--- config.mk ---
export PLATFORM = sky130hd
export DESIGN_NAME = kbd_scancode_buffer
export DESIGN_NICKNAME = d
export VERILOG_FILES = /design/src/rtl/kbd_buf_pkg.sv /design/src/rtl/kbd_scancode_buffer_ring.sv /design/src/rtl/kbd_scancode_buffer.sv
export SDC_FILE = /design/constraint.sdc
export NUM_CORES = 1
export LEC_CHECK = 0
export BUFFER_PORTS_ARGS = -buffer_cell sky130_fd_sc_hd__clkbuf_2
export CAP_MARGIN = 20
export CORE_MARGIN = 1
export CORE_UTILIZATION = 40
export CTS_BUF_LIST = sky130_fd_sc_hd__clkbuf_16
export DETAILED_ROUTE_END_ITERATION = 8
export SYNTH_ARGS = -nofsm -noshare
export SYNTH_HDL_FRONTEND = slang
export SYNTH_SLANG_ARGS = --single-unit
--- constraint.sdc ---
create_clock -name CLK -period 3.35 [get_ports CLK]
set_input_delay 0.1675 -clock CLK [delete_from_list [all_inputs] [get_ports CLK]]
set_output_delay 0.1675 -clock CLK [all_outputs]
set_load 0.01 [all_outputs]
--- src/rtl/kbd_buf_pkg.sv ---
// Shared types, default sizing and IOBUS addresses for the keyboard scancode buffer.
package kbd_buf_pkg;

  localparam int DEF_DEPTH    = 8;
  localparam int DEF_DATA_W   = 8;
  localparam int DEF_INTR_LEN = 4;

  localparam logic [31:0] KEYBOARD_AD      = 32'h11200000;
  localparam logic [31:0] KEYBOARD_ACK_AD  = 32'h11240000;
  localparam logic [31:0] KEYBOARD_STAT_AD = 32'h11280000;

  typedef enum logic [1:0] {
    IDLE  = 2'd0,
    PULSE = 2'd1,
    WAIT  = 2'd2,
    GAP   = 2'd3
  } intr_state_t;

endpackage

--- src/rtl/kbd_scancode_buffer_ring.sv ---
// Synchronous scancode FIFO with a registered occupancy counter and sticky drop flag.
module scancode_ring #(
  parameter int DEPTH  = 8,
  parameter int DATA_W = 8
) (
  input  logic                     i_clk,
  input  logic                     i_rst_n,
  input  logic                     i_push_req,
  input  logic [DATA_W-1:0]        i_data,
  input  logic                     i_pop_req,
  input  logic                     i_ovf_clr,
  output logic [DATA_W-1:0]        o_data,
  output logic [$clog2(DEPTH):0]   o_count,
  output logic                     o_full,
  output logic                     o_empty,
  output logic                     o_overflow
);

  localparam int PTR_W = $clog2(DEPTH);

  logic [DATA_W-1:0] r_mem [DEPTH];
  logic [PTR_W-1:0]  r_wr_ptr;
  logic [PTR_W-1:0]  r_rd_ptr;
  logic [PTR_W:0]    r_count;
  logic              r_overflow;
  logic              w_push;
  logic              w_pop;
  logic              w_drop;

  assign o_full  = (r_count == (PTR_W+1)'(DEPTH));
  assign o_empty = (r_count == '0);

  // A pop frees the slot in the same edge, so a strobe while full is accepted.
  assign w_push = i_push_req && (!o_full || i_pop_req);
  assign w_pop  = i_pop_req && !o_empty;
  assign w_drop = i_push_req && o_full && !i_pop_req;

  always_ff @(posedge i_clk) begin
    if (w_push) begin
      r_mem[r_wr_ptr] <= i_data;
    end
  end

  always_ff @(posedge i_clk or negedge i_rst_n) begin
    if (!i_rst_n) begin
      r_wr_ptr   <= '0;
      r_rd_ptr   <= '0;
      r_count    <= '0;
      r_overflow <= 1'b0;
    end else begin
      if (w_push) r_wr_ptr <= r_wr_ptr + 1'b1;
      if (w_pop)  r_rd_ptr <= r_rd_ptr + 1'b1;
      case ({w_push, w_pop})
        2'b10:   r_count <= r_count + 1'b1;
        2'b01:   r_count <= r_count - 1'b1;
        default: r_count <= r_count;
      endcase
      // A fresh drop outranks a clear in the same cycle.
      if (w_drop)         r_overflow <= 1'b1;
      else if (i_ovf_clr) r_overflow <= 1'b0;
    end
  end

  assign o_data     = o_empty ? '0 : r_mem[r_rd_ptr];
  assign o_count    = r_count;
  assign o_overflow = r_overflow;

endmodule

--- src/rtl/kbd_scancode_buffer.sv ---
// Scancode FIFO front-end for the MCU: head-of-queue read data plus a
// fixed-length interrupt pulse that re-fires after each ack while data remains.
module kbd_scancode_buffer
  import kbd_buf_pkg::*;
#(
  parameter int DEPTH    = DEF_DEPTH,
  parameter int DATA_W   = DEF_DATA_W,
  parameter int INTR_LEN = DEF_INTR_LEN
) (
  input  logic                   CLK,
  input  logic                   RST_N,
  input  logic                   KB_STRB,
  input  logic [DATA_W-1:0]      KB_CODE,
  input  logic                   POP,
  input  logic                   STAT_CLR,
  output logic [DATA_W-1:0]      DATA_OUT,
  output logic [$clog2(DEPTH):0] COUNT,
  output logic                   EMPTY,
  output logic                   FULL,
  output logic                   OVERFLOW,
  output logic                   INTR
);

  localparam int CNT_W = (INTR_LEN > 1) ? $clog2(INTR_LEN) : 1;

  intr_state_t      r_state;
  logic [CNT_W-1:0] r_pcnt;
  logic             r_pend;
  logic             w_last;

  scancode_ring #(
    .DEPTH  (DEPTH),
    .DATA_W (DATA_W)
  ) u_ring (
    .i_clk      (CLK),
    .i_rst_n    (RST_N),
    .i_push_req (KB_STRB),
    .i_data     (KB_CODE),
    .i_pop_req  (POP),
    .i_ovf_clr  (STAT_CLR),
    .o_data     (DATA_OUT),
    .o_count    (COUNT),
    .o_full     (FULL),
    .o_empty    (EMPTY),
    .o_overflow (OVERFLOW)
  );

  assign w_last = (r_pcnt == CNT_W'(INTR_LEN - 1));

  always_ff @(posedge CLK or negedge RST_N) begin
    if (!RST_N) begin
      r_state <= IDLE;
      r_pcnt  <= '0;
      r_pend  <= 1'b0;
    end else begin
      case (r_state)
        IDLE: begin
          if (COUNT != '0) begin
            r_state <= PULSE;
            r_pcnt  <= '0;
            r_pend  <= 1'b0;
          end
        end
        PULSE: begin
          r_pcnt <= r_pcnt + 1'b1;
          if (POP) r_pend <= 1'b1;
          // An ack already seen during the pulse skips the wait for one.
          if (w_last) r_state <= (r_pend || POP) ? GAP : WAIT;
        end
        WAIT: begin
          if (POP) r_state <= GAP;
        end
        GAP: begin
          r_state <= IDLE;
        end
        default: r_state <= IDLE;
      endcase
    end
  end

  assign INTR = (r_state == PULSE);

endmodule
* Word-level counts from Yosys, hierarchy flattened
Memory sizes are Yosys's and may differ from the RTL's. Cells that the tools add are included.
Operators by class: reduce and logical (&&, ||, !) cells 18, equality and inequality tests 11, muxes and demuxes 16, $add $sub $neg 5
Operators by type and width (count):
- $eq A2 B2 Y1 const B | 4
- $mux W2 | 4
- $mux W8 | 1
- $pmux W2 S4 | 1
- $pmux W4 S2 | 1
- $mux W1 | 7
- $add A3 B1 Y3 const B | 2
- $ne A2 B2 Y1 const B | 3
- $reduce_and A3 Y1 | 2
- $reduce_bool A2 Y1 | 3
- $add A4 B1 Y4 const B | 1
- $eq A2 B1 Y1 const B | 2
- $eq A4 B4 Y1 const B | 1
- $logic_and A1 B1 Y1 | 4
- $logic_not A4 Y1 | 1
- $pmux W2 S2 | 1
- $reduce_bool A4 Y1 | 1
- $sub A4 B1 Y4 const B | 1
- $logic_not A1 Y1 | 3
- $add A2 B1 Y2 const B | 1
- $logic_not A2 Y1 | 1
- $logic_or A1 B1 Y1 | 2
- $ne A2 B1 Y1 const B | 1
- $pmux W1 S2 | 1
- $reduce_and A2 Y1 | 1
Word-level totals: memories kept 1, bits in registers 16, bits of input ports 13, memory bits (writable) 64
Memory list:
- u_ring.r_mem | words 8, bits a word 8, read ports 1, clocked after memory_dff 0, wr ports 1, line kbd_scancode_buffer_ring.sv:21 | logic [DATA_W-1:0] r_mem [DEPTH];

* Logic depth before layout (Yosys ltp)
Gate-level depths: netlist (run 1).
depth in word-level cells 6, depth in mapped cells 11, gate-level depth less buffers 10

* By module
From an unflattened synthesis (run 1), not the netlist that was laid out.
Unflattened totals: cells, all modules 193, area, all modules 3464.6 µm²
Modules (own cells, without submodules):
- scancode_ring | area each 3108.0 µm², cells each 165, times used 1
- kbd_scancode_buffer | area each 356.6 µm², cells each 28, times used 1

* Worst setup path after synthesis (run 1)
OpenSTA, ideal clock, no wires.
path kind reg2reg, from register u_ring.r_count[1], in the netlist u_ring.o_count[1], to register u_ring.r_count[2], in the netlist u_ring.o_count[2], required time 3220 ps, path slack 849 ps, arrival time 2370 ps, cell stages (with the launch flop) 12, clock period less this slack 2501 ps, setup time 130 ps, path through dfrtp_1 -> or4_1 -> buf_6 -> nand2_1 -> inv_1 -> ha_1 -> xor2_1 -> ha_1 -> a21oi_1 -> xor2_1 -> nor2_1 -> xor2_1
On the way: elaborated cells on any way between the ends 13, those cells by class add/sub: 2; eq/ne: 3; mux: 1; reduce/logical: 7
RTL lines:
- from (decl) | line kbd_scancode_buffer_ring.sv:24 | logic [PTR_W:0] r_count;
- from (signal assigned) | line kbd_scancode_buffer_ring.sv:54 | 2'b10: r_count <= r_count + 1'b1;
- from (signal assigned) | line kbd_scancode_buffer_ring.sv:55 | 2'b01: r_count <= r_count - 1'b1;
- from (signal assigned) | line kbd_scancode_buffer_ring.sv:56 | default: r_count <= r_count;
- $logic_not A4 Y1 * | line kbd_scancode_buffer_ring.sv:31 | assign o_empty = (r_count == '0);
- $logic_not A1 Y1 * | line kbd_scancode_buffer_ring.sv:35 | assign w_pop = i_pop_req && !o_empty;
- $logic_and A1 B1 Y1 * | line kbd_scancode_buffer_ring.sv:35
- via u_ring.w_pop | line kbd_scancode_buffer_ring.sv:27 | logic w_pop;
- $eq A2 B1 Y1 or $eq A2 B2 Y1 (tied branches) | line kbd_scancode_buffer_ring.sv:53 | case ({w_push, w_pop})
- $pmux W4 S2 or $reduce_bool A2 Y1 (tied branches)
The timed path passes the listed nets; every way through them passes the cells marked *. A chain may end at the register's enable or synchronous reset.

* Worst setup path in the final report (run 1)
Same ends and word-level chain as after synthesis.

==> flow_summary.ini, run 1 <==
[run_status]
status = completed

[setup_path]
crit_path_frequent_cell = xor2_1
critPathArrivalTime_ns = 2.93
critPathBufInv = 1
startpoint = u_ring.o_count[1]$_DFFE_PN0P_
path_class = register to register
cpMaxStageDelayCell = or4_1
reg2reg_from = u_ring.o_count[1]$_DFFE_PN0P_
crit_required_ns = 3.57
crit_path_max_incr_delay_ns = 0.72
path_cells = or4_1 > nand2_1 > inv_1 > ha_1 > xor2_1 > ha_1 > a21oi_1 > xor2_1 > nor2_1 > xor2_1
cp-end-kind = register
rrSetupSlack_ns = 0.64
crit_path_start_kind = register
crit_fanout = 8
critPathTopFamily = simple AND/OR/NAND/NOR gates

[finish]
final_util = 0.488
drive_above_1_share = 0.314
diodes = 0
syn_to_final_growth_pct = 18.3
stdcell_area_um2 = 3990
fin_cells = 347
fillCellCount = 699
nNetsFinal = 259

[sta]
whs_ns = 0.108
worst_slew_pin_slew_ns = 0.867
timing.final.crit_period_ns = 2.71
fmax_mhz = 368
maxSlewViolCount = 0
worst_slack_ns = 0.636
slew-limit-headroom = 0.420
hold_viol = 0
finalSetupViolCount = 0
skew_ns = 0.00491
rsz0062_at_grt = no
fin_setup_tns_ns = 0
post-route-period-util = 0.810

[floorplan]
start_util = 0.412
ios = 29
fp.dieH_um = 93.8
die_w_um = 93.8
die_area_um2 = 8790
coreArea_um2 = 8180
num_rows = 33

[min_path]
min_from = KB_CODE[4]
min_path_type = input port to register

[place]
gp_congestion = 0.732
hpwlAfterDp_mm = 3.73
placed_cell_area_um2 = 3670
pre_cts_ws_ns = 0.649
place_inst = 330
portBuffers = 28

[synthesis]
yosys_warnings = 0
async_flop_share = 0.200
synth_cell_types = 36
yosysSeqAreaShare = 0.689
syn_inst = 195
syn_area_um2 = 3370
synth-seq-cells = 80
synth_nets = 217
synth-edff-count = 64
synth.avg_cell_area_um2 = 17.3
synth_flop_cell = edfxtp_1

[cts]
h-tree-depth = 3
numCtsBuffers = 9
clockBufferDepth = 2
clkSinkCount = 80
clk_pin_slew_ns = 0.06
cts_tree = done
clk_latency_ns = 0.34
root_buffer = clkbuf_16

[route]
drt_wl_total_mm = 5.89
drc = 0
vias = 1749
wl_per_cell_um = 17.0
firstDrtPassIters = 4
drt_iter0_drc = 123
postRouteAntennaNets = 0
via_per_inst = 5.04

[flow_run]
maxCapViolations = 0

[grt]
antenna_found_initial = 0
grt_max_degree = 19
grt_pass1_vias = 1806
track_usage = 0.154
grt_pass1_wl_mm = 9.45
grt_overflow_total = 0

[power]
power_density_nw_per_um2 = 905
fin_total_pwr_mw = 3.61
ir_drop_v = 0.000295
leakage_nw = 1.51
## cell usage in the layout, fill, tap and decap left out, drive strengths merged, types with 2 or more instances in the layout
cell / synthesis / routed
mux4: 16 / 16
a21oi: 3 / 3
inv: 9 / 12
nor3: 5 / 5
nand3: 2 / 2
nand2: 11 / 11
clkinvlp: 0 / 2
xor2: 3 / 3
nand2b: 3 / 3
edfxtp: 64 / 64
nor4: 2 / 2
clkbuf: 1 / 37
a32o: 2 / 2
xnor2: 6 / 6
nor2: 14 / 14
o21ai: 2 / 2
buf: 5 / 8
mux2i: 9 / 9
dfrtp: 16 / 16
ha: 9 / 9
mux2: 3 / 3
## flip-flops by register name, indices dropped and copies added (netlist names)
name	count
r_pcnt	2
r_pend	1
r_state	2
u_ring.o_count	4
u_ring.o_overflow	1
u_ring.r_mem	64
u_ring.r_rd_ptr	3
u_ring.r_wr_ptr	3
## Yosys cell counts, types with 2 or more instances
cell / count / area, um2
nor4_1: 2 / 12.5
dfrtp_1: 16 / 400
nor2_1: 14 / 52.6
mux4_2: 16 / 360
xor2_1: 3 / 26.3
xnor2_1: 6 / 52.6
edfxtp_1: 64 / 1920
nand2_1: 10 / 37.5
inv_1: 7 / 26.3
nand2b_1: 3 / 18.8
o21ai_0: 2 / 10.0
buf_1: 2 / 7.51
a21oi_1: 3 / 15.0
a32o_1: 2 / 20.0
nor3_1: 5 / 25.0
mux2_2: 2 / 22.5
ha_1: 9 / 113
nand3_1: 2 / 10.0
mux2i_1: 9 / 90.1
buf_2: 2 / 10.0
## layer usage
| metal | global-route usage | routed length [um] | vias to the layer above |
|---|---|---|---|
| met5 | 0 | 0 | - |
| met2 | 0.243 | 2870 | 22 |
| met1 | 0.196 | 2750 | 882 |
| met3 | 0.0445 | 163 | 8 |
| li1 | - | - | 837 |
| met4 | 0.0692 | 96 | 0 |
## worst reg2reg max path: stages (launching register included)
cell     delay, ns
dfrtp_1       0.45
or4_1         0.72
nand2_1       0.22
inv_1         0.08
ha_1          0.27
xor2_1        0.17
ha_1          0.18
a21oi_1       0.15
xor2_1        0.15
nor2_1        0.06
xor2_1        0.14
## area by class of cell
type,count,area [um2],share of cell area
multi-input cells,100,980,0.246
clock inverters,7,76.3,0.0191
flip-flops and latches,80,2320,0.583
well taps,105,131,0.0330
clock buffers,9,225,0.0565
inverters,9,41.3,0.0104
repair buffers,37,210,0.0527
## timing repair
item / CTS / global route
buffers inserted: 0 / 0
endpoints found under the hold margin: 16 / 0
resized for setup: 0 / 0
hold buffers: 1 / 0
## power by group
part           internal [mW]  leakage (nW)  switching, mW
logic                  0.587         0.592          0.513
clock network          0.583         0.143          0.396
registers               1.29         0.774          0.242
## logic make-up after synthesis
| kind of cell | share of synthesized area |
|---|---|
| flops | 0.689 |
| simple gates | 0.0624 |
| mux | 0.145 |
| buf+inv | 0.0219 |
| compound gates | 0.0249 |
| xor+xnor | 0.0234 |
| fa+ha+maj | 0.0334 |
## worst paths after layout
kind / end / cells after the start
max: u_ring.o_count[2]$_DFFE_PN0P_ / 10
min: u_ring.r_mem[2][4]$_DFFE_PP_ / 1
max reg2reg: u_ring.o_count[2]$_DFFE_PN0P_ / 10
min reg2reg: r_pcnt[0]$_DFFE_PN0P_ / 1
max in group asynchronous: u_ring.r_rd_ptr[0]$_DFFE_PN0P_ / 2
min in group asynchronous: u_ring.o_count[1]$_DFFE_PN0P_ / 2
(Power assumes the default switching activity.)
==> run 2: changes to the inputs <==
Clock period 3.35 ns to 2.3 ns, I/O delays scaled along.
==> flow_summary.ini, run 2 (synthesized netlist as in run 1, its figures left out) <==
[finish]
regArea_um2 = 2320
fin_cells = 357
drive_above_1_share = 0.389
layout_commonest_cell = edfxtp_1
final_cell_mix = edfxtp_1, clkbuf_2, buf_4
nNetsFinal = 269
syn_to_final_growth_pct = 21.4
largest_register_ffs = 64
multi_input_area_um2 = 1030
fillCellCount = 694
diodes = 0
regMostFlops = u_ring.r_mem

[floorplan]
coreArea_um2 = 8180
ios = 29
start_util = 0.412
die_w_um = 93.8
fp.dieH_um = 93.8
die_area_um2 = 8790
num_rows = 33

[setup_path]
reg2regPathDepth = 8
critPathArrivalTime_ns = 2.51
startpoint = u_ring.o_count[0]$_DFFE_PN0P_
crit_path_end = u_ring.o_count[3]$_DFFE_PN0P_
reg2reg_from = u_ring.o_count[0]$_DFFE_PN0P_
rrSetupSlack_ns = 0.005
r2r-end = u_ring.o_count[3]$_DFFE_PN0P_
crit_fanout = 5
crit_path_start_kind = register
path_class = register to register
crit_required_ns = 2.52
cp-end-kind = register

[sta]
maxSlewViolCount = 0
post-route-period-util = 0.998
fmax_mhz = 436
timing.final.crit_period_ns = 2.30
skew_ns = 0.00947
finalSetupViolCount = 0
worst_slew_pin_slew_ns = 0.841
rsz0062_at_grt = yes
slew-limit-headroom = 0.437
hold_viol = 0

[route]
drt_wl_total_mm = 5.84
vias = 1797
wl_per_cell_um = 16.4
drt_iter0_drc = 90
firstDrtPassIters = 4
via_per_inst = 5.03
postRouteAntennaNets = 0
drc = 0

[cts]
root_buffer = clkbuf_16
cts_tree = done
clk_pin_slew_ns = 0.06
clockBufferDepth = 2
numCtsBuffers = 9
h-tree-depth = 3
clkSinkCount = 80
clk_latency_ns = 0.33

[power]
power_density_nw_per_um2 = 1290
ir_drop_v = 0.000437
fin_total_pwr_mw = 5.27
leakage_nw = 1.54

[grt]
grt_pass1_wl_mm = 8.80
grt_overflow_total = 0
track_usage = 0.143
grt_max_degree = 19
grt_pass1_vias = 1724
antenna_found_initial = 0

[place]
gp_congestion = 0.722
portBuffers = 28
hpwlAfterDp_mm = 3.67
place_inst = 335

[flow_run]
maxCapViolations = 0

[min_path]
min_path_type = input port to register

[run_status]
status = completed
## run 2: cell types whose count changed in the layout (fill, tap and decap cells not counted), moves of 2 or more
cell      change
buf_4        +10
ha_1          -3
clkinv_4      +2
dfrtp_1       -2
dfrtp_2       +2
ha_2          +2
nor2_1        -2
nor2_2        +2
## run 2: stage by stage
step	setup TNS (ns)	util	setup slack (ns)	instance area (um2)	hold WS (ns)
after global placement	0	0.458	0.0573	3740	0.0713
after CTS	0	0.493	0.0136	4030	0.0460
after global routing	-0.540	0.500	-0.104	4090	0.0743
after floorplan	-0.0515	-	-0.0295	3400	-0.181
final	0	0.500	0.00458	4090	0.0515
after detailed placement	0	0.458	0.0284	3740	0.0693
## run 2: layout make-up
| type | instances | area share |
|---|---|---|
| Clock buffer | 9 | 0.0551 |
| Clock inverter | 7 | 0.0132 |
| Inverter | 9 | 0.0101 |
| Multi-Input combinational cell | 100 | 0.251 |
| Sequential cell | 80 | 0.569 |
| Tap cell | 105 | 0.0321 |
| Timing Repair Buffer | 47 | 0.0698 |
## run 2: how the worst min path moves through the flow
stage | startpoint | end | slack [ns] | depth (start not counted)
2_1_floorplan | RST_N | r_pcnt[0]$_DFFE_PN0P_ | -0.18 | 0
3_3_place_gp | RST_N | r_state[1]$_DFFE_PN0P_ | 0.07 | 1
3_5_place_dp | RST_N | r_state[1]$_DFFE_PN0P_ | 0.07 | 1
4_1_cts | STAT_CLR | u_ring.o_overflow$_DFFE_PN0P_ | 0.05 | 3
5_1_grt | KB_CODE[4] | u_ring.r_mem[6][4]$_DFFE_PP_ | 0.07 | 1
6_report | STAT_CLR | u_ring.o_overflow$_DFFE_PN0P_ | 0.05 | 3
## run 2: power by group
group | internal, mW | leakage, nW | switching, mW
combinational | 0.955 | 0.641 | 0.868
clock | 0.737 | 0.130 | 0.562
sequential | 1.88 | 0.772 | 0.264
## run 2: timing repair
action | 4_1_cts | 5_1_grt
endpoints found under the hold margin | 16 | 0
buffers inserted | 0 | 5
hold buffers | 1 | 0
resized for setup | 0 | 6
endpoints found under the setup margin | 0 | 3
## run 2: per-layer routing
metal / up-vias / GRT usage / share of wire
met3: 9 / 0.0259 / 0.030
met1: 899 / 0.184 / 0.45
met5: - / 0 / 0
li1: 861 / - / -
met2: 28 / 0.227 / 0.50
met4: 0 / 0.0808 / 0.020
## run 2: worst max-delay path: stages, from the launching register on
cell	delay [ns]
dfrtp_2	0.41
or4b_4	0.54
o21a_1	0.24
inv_2	0.10
ha_2	0.23
nand2b_1	0.08
a2111oi_2	0.35
nor3_1	0.10
xnor2_1	0.13
